$ cat src/rtl/cla_pipe_adder.sv
// Pipelined carry-lookahead adder/subtractor that resolves one GROUP-bit lookahead group per stage.
// Optional macro CLA_SAT_EN replaces an overflowed result with the signed saturation value.
module cla_pipe_adder #(
  parameter int WIDTH = 16,
  parameter int GROUP = 4
) (
  input  logic             clk_1Hz,
  input  logic             rst_n,
  input  logic             in_valid,
  output logic             in_ready,
  input  logic [WIDTH-1:0] a,
  input  logic [WIDTH-1:0] b,
  input  logic             cin,
  input  logic             sub,
  output logic             out_valid,
  input  logic             out_ready,
  output logic [WIDTH-1:0] s,
  output logic             cout,
  output logic             ovf
);

  localparam int NSTG = WIDTH / GROUP;

  // Ranks 0..NSTG-1 carry operands, the inter-group carry and the finished low sum bits.
  // Rank NSTG is the result register, so only its valid bit lives in vld_q.
  logic [NSTG:0]    vld_q, vld_d;
  logic [WIDTH-1:0] a_q     [NSTG];
  logic [WIDTH-1:0] a_d     [NSTG];
  logic [WIDTH-1:0] b_q     [NSTG];
  logic [WIDTH-1:0] b_d     [NSTG];
  logic [WIDTH-1:0] sum_q   [NSTG];
  logic [WIDTH-1:0] sum_d   [NSTG];
  logic             carry_q [NSTG];
  logic             carry_d [NSTG];
  logic [WIDTH-1:0] s_q, s_d;
  logic             cout_q, cout_d;
  logic             ovf_q, ovf_d;
  logic             adv;
  logic [GROUP:0]   grp;
  logic [WIDTH-1:0] full;

  // Flattened lookahead: every carry is a sum of generate terms propagated upward plus the group carry-in.
  function automatic logic [GROUP:0] cla_group(input logic [GROUP-1:0] ga,
                                               input logic [GROUP-1:0] gb,
                                               input logic             c0);
    logic [GROUP-1:0] p, g;
    logic [GROUP:0]   c;
    logic             term;
    p    = ga ^ gb;
    g    = ga & gb;
    c    = '0;
    c[0] = c0;
    for (int i = 0; i < GROUP; i++) begin
      term = c0;
      for (int j = 0; j <= i; j++) term = term & p[j];
      c[i+1] = term;
      for (int j = 0; j <= i; j++) begin
        term = g[j];
        for (int m = j + 1; m <= i; m++) term = term & p[m];
        c[i+1] = c[i+1] | term;
      end
    end
    return {c[GROUP], p ^ c[GROUP-1:0]};
  endfunction

`ifdef CLA_SAT_EN
  function automatic logic [WIDTH-1:0] sat_value(input logic a_msb);
    return a_msb ? {1'b1, {(WIDTH-1){1'b0}}} : {1'b0, {(WIDTH-1){1'b1}}};
  endfunction
`endif

  always_comb begin
    adv      = ~vld_q[NSTG] | out_ready;
    in_ready = adv;
    vld_d    = vld_q;
    a_d      = a_q;
    b_d      = b_q;
    sum_d    = sum_q;
    carry_d  = carry_q;
    s_d      = s_q;
    cout_d   = cout_q;
    ovf_d    = ovf_q;
    grp      = '0;
    full     = '0;
    if (adv) begin
      // Stage 0: accept and precondition the operands for subtraction.
      vld_d[0]   = in_valid;
      a_d[0]     = a;
      b_d[0]     = sub ? ~b : b;
      carry_d[0] = sub ? ~cin : cin;
      sum_d[0]   = '0;
      // Stages 1..NSTG-1: resolve group k-1 and forward the remaining operand bits.
      for (int k = 1; k < NSTG; k++) begin
        grp        = cla_group(a_q[k-1][(k-1)*GROUP +: GROUP],
                               b_q[k-1][(k-1)*GROUP +: GROUP], carry_q[k-1]);
        vld_d[k]   = vld_q[k-1];
        a_d[k]     = a_q[k-1];
        b_d[k]     = b_q[k-1];
        carry_d[k] = grp[GROUP];
        sum_d[k]   = sum_q[k-1];
        sum_d[k][(k-1)*GROUP +: GROUP] = grp[GROUP-1:0];
      end
      // Final stage: top group, flags and optional saturation; result only loads on a valid slot.
      vld_d[NSTG] = vld_q[NSTG-1];
      if (vld_q[NSTG-1]) begin
        grp  = cla_group(a_q[NSTG-1][(NSTG-1)*GROUP +: GROUP],
                         b_q[NSTG-1][(NSTG-1)*GROUP +: GROUP], carry_q[NSTG-1]);
        full = sum_q[NSTG-1];
        full[(NSTG-1)*GROUP +: GROUP] = grp[GROUP-1:0];
        cout_d = grp[GROUP];
        ovf_d  = (a_q[NSTG-1][WIDTH-1] == b_q[NSTG-1][WIDTH-1]) &
                 (full[WIDTH-1] != a_q[NSTG-1][WIDTH-1]);
        s_d    = full;
`ifdef CLA_SAT_EN
        if (ovf_d) s_d = sat_value(a_q[NSTG-1][WIDTH-1]);
`endif
      end
    end
  end

  always_ff @(posedge clk_1Hz) begin
    if (!rst_n) begin
      vld_q  <= '0;
      s_q    <= '0;
      cout_q <= 1'b0;
      ovf_q  <= 1'b0;
    end else begin
      vld_q  <= vld_d;
      s_q    <= s_d;
      cout_q <= cout_d;
      ovf_q  <= ovf_d;
    end
  end

  always_ff @(posedge clk_1Hz) begin
    a_q     <= a_d;
    b_q     <= b_d;
    sum_q   <= sum_d;
    carry_q <= carry_d;
  end

  assign out_valid = vld_q[NSTG];
  assign s         = s_q;
  assign cout      = cout_q;
  assign ovf       = ovf_q;

endmodule

$ cat config.mk
export PLATFORM = sky130hd
export DESIGN_NAME = cla_pipe_adder
export DESIGN_NICKNAME = d
export VERILOG_FILES = /design/src/rtl/cla_pipe_adder.sv
export SDC_FILE = /design/constraint.sdc
export NUM_CORES = 1
export LEC_CHECK = 0
export ABC_AREA = 1
export CORE_UTILIZATION = 50
export CTS_BUF_LIST = sky130_fd_sc_hd__clkbuf_2
export DETAILED_ROUTE_END_ITERATION = 10
export PLACE_DENSITY = 0.73
export SLEW_MARGIN = 20
export SYNTH_ARGS = -nofsm -noshare
export SYNTH_HDL_FRONTEND = slang
export SYNTH_SLANG_ARGS = --single-unit
$ cat constraint.sdc
create_clock -name clk_1Hz -period 8 [get_ports clk_1Hz]
set_input_delay 0.8 -clock clk_1Hz [delete_from_list [all_inputs] [get_ports clk_1Hz]]
set_output_delay 0.8 -clock clk_1Hz [all_outputs]
set_load 0.03 [all_outputs]
==> flow_metrics.env <==
export IMPL_synth_warnings=0
export IMPL_layout_drive_gt1_share_pct=8.81
export IMPL_gp_congestion=0.720
export IMPL_max_stage_delay_ns=0.78
export IMPL_worst_endpoint_required_ns=7.20
export IMPL_syn2layout_area_growth_pct=18.2
export IMPL_worstPathMaxFanout=52
export IMPL_grt_pass1_vias=2343
export IMPL_seq_power_share_pct=66.2
export IMPL_fmax_ghz=0.291
export IMPL_synth_area_um2=4850
export IMPL_layout_common_cells="edfxtp_1, clkdlybuf4s50_1, nor2_1"
export IMPL_reg2reg_slack_ns=5.97
export IMPL_die_x_um=100
export IMPL_p_leak_nw=2.29
export IMPL_synth_fp_nets=365
export IMPL_synthAdderAreaFrac_pct=6.81
export IMPL_syn_area_per_cell_um2=16.0
export IMPL_status="completed"
export IMPL_final_setup_tns_ns=0
export IMPL_grtUsageMet3_pct=5.34
export IMPL_crit_type="in -> out"
export IMPL_powerDensity_nw_per_um2=232
export IMPL_fp_row_count=35
export IMPL_synth_seq_area_share_pct=76.4
export IMPL_rr_startpoint="vld_q[4]"
export IMPL_core_area_um2=9330
export IMPL_dr_pass1_iters=4
export IMPL_cts_max_level=4
export IMPL_die_area_um2=10100
export IMPL_end_kind="output port"
export IMPL_via_per_inst=4.57
export IMPL_fin_crit_sh_pct=42.9
export IMPL_r2r_cells=4
export IMPL_register_area_um2=3700
export IMPL_grt_use_met1_pct=15.8
export IMPL_hold_viol=0
export IMPL_multi_input_area_um2=1010
export IMPL_antenna_cells=0
export IMPL_ant_nets=0
export IMPL_pwr_share_comb_pct=9.7
export IMPL_gr_total_overflow=0
export IMPL_min_to="a_q[30]"
export IMPL_drcViolationCount=0
export IMPL_slew_viol_final=0
export IMPL_grt_max_degree=63
export IMPL_rsz0062_at_grt="false"
export IMPL_drv_cap=0
export IMPL_grt_use_total_pct=13.2
export IMPL_hp_start="a_q[46]"
export IMPL_ys_ff_latch=131
export IMPL_arrival_ns=2.63
export IMPL_power_internal_mw=1.02
export IMPL_grt_pass1_wl_um=9950
export IMPL_max_slew_margin_rel_pct=40.5
export IMPL_reg2reg_to="a_q[56]"
export IMPL_clock_root_buffer="clkbuf_2"
export IMPL_cp_cell_sequence="clkdlybuf4s50_1 -> nor2_4 -> inv_4 -> clkdlybuf4s50_1"
export IMPL_final_util_pct=61.4
export IMPL_slowest_stage="clkdlybuf4s50_1"
export IMPL_die_height_um=100
export IMPL_busiest_layer="met2"
export IMPL_num_fill_cells=721
export IMPL_post_synth_num_cell_types=21
export IMPL_syn_inst=303
export IMPL_synth_xor_area_share_pct=5.06
export IMPL_io_pins=58
export IMPL_vias=2355
export IMPL_nets=435
export IMPL_p_sw_share_pct=23.0
export IMPL_io_buffers=57
export IMPL_place_hpwl_um=3890
export IMPL_synth_mux_area_share_pct=0
export IMPL_use_met2_pct=20.3
export IMPL_fin_crit_ns=3.43
export IMPL_clockBufferDepth=2
export IMPL_synth_compound_area_share_pct=4.03
export IMPL_post_cts_resized=0
export IMPL_hold_path_depth=0
export IMPL_ir_drop_uv=104
export IMPL_synth_top_family_by_area="adder cells"
export IMPL_cpMostUsedCell="clkdlybuf4s50_1"
export IMPL_pwr_share_clk_pct=24.2
export IMPL_wl_um=5860
export IMPL_drtIter0Drc=122
export IMPL_setup_viol=0
export IMPL_finalClockSkew_ns=0.0239
export IMPL_synthSimpleGateAreaFrac_pct=4.98
export IMPL_start_util_pct=52.0
export IMPL_p_sw_mw=0.306
export IMPL_startpoint_type="input port"
export IMPL_power_mw=1.33
export IMPL_cts_num_sinks=131
export IMPL_min_path_type="reg -> reg"
export IMPL_clock_latency_ns=0.60
export IMPL_cts_hold_buf=0
export IMPL_grt_antenna_before_repair=0
export IMPL_cts_buffers_inserted=17
export IMPL_wire_per_inst_um=11.4
export IMPL_cts_setup_buffers=0
export IMPL_clk_pin_slew_ns=0.17
export IMPL_layout_commonest_cell="edfxtp_1"
export IMPL_cts_tree="built"
export IMPL_tightestPinTransition_ns=0.890
## cells in the mapped netlist (all sizes together)
library cell / instances / area, µm²
inv: 21 / 78.8
dfxtp: 23 / 460
edfxtp: 108 / 3240
nand2: 11 / 41.3
ha: 20 / 250
clkbuf: 2 / 7.51
nand4: 1 / 6.26
fa: 4 / 80.1
buf: 5 / 45.0
xor2: 27 / 236
a21o: 6 / 45.0
a21oi: 6 / 30.0
o21ai: 24 / 120
nand3: 7 / 40.0
nor2: 37 / 154
xnor2: 1 / 8.76
## registers in the layout, indices dropped and copies added (netlist names)
name     flops
a_q         40
b_q         40
carry_q      4
cout         1
ovf          1
s           16
sum_q       24
vld_q        5
## through the flow
step                setup slack, ns  hold slack [ns]  instance area, µm²  instances
floorplan                      4.04            0.400                4850        303
global placement               4.59            0.403                5540        483
detailed placement             4.56            0.405                5540        483
global route                   4.48            0.427                5730        515
finish                         4.57            0.422                5730        515
CTS                            4.56            0.411                5730        515
## cells by family after synthesis
kind of cell / after synthesis
compound gates: 36
xor+xnor: 28
fa+ha+maj: 24
buf+inv: 28
flops: 131
simple gates: 56
## routing by layer
metal / part of all wire [%] / wire length (µm) / up-vias
li1: - / - / 1207
met1: 47 / 2760 / 1077
met2: 46 / 2720 / 65
met3: 5.1 / 297 / 6
met4: 1.4 / 80 / 0
met5: 0 / 0 / -
## power groups by stage
stage	clock [mW]	sequential [mW]	combinational (mW)
final	0.321	0.880	0.128
after global routing	0.364	0.890	0.146
after detailed placement	0	0.898	0.130
after CTS	0.338	0.882	0.131
after global placement	0	0.892	0.124
after floorplan	0	0.894	0.0791
## how the worst max path moves through the flow
stage,start,to,slack (ns)
final,out_ready,in_ready,4.57
after detailed placement,out_ready,in_ready,4.56
after global routing,out_ready,in_ready,4.48
after global placement,out_ready,in_ready,4.59
after CTS,out_ready,in_ready,4.56
after floorplan,out_ready,in_ready,4.04
## worst max-delay path, delay by kind of cell
| family | cells | cell delay, ns |
|---|---|---|
| buffers and inverters | 3 | 1.72 |
| and+or+nand+nor | 1 | 0.08 |
## area by class of cell
cell class | count | share of cell area [%]
clock buffer | 20 | 1.75
clock inverter | 12 | 1.59
inverter | 21 | 1.42
multi-input combinational | 144 | 17.7
sequential | 131 | 64.7
tap | 129 | 2.82
timing repair buffer | 58 | 10.1
(Power assumes the default switching activity.)
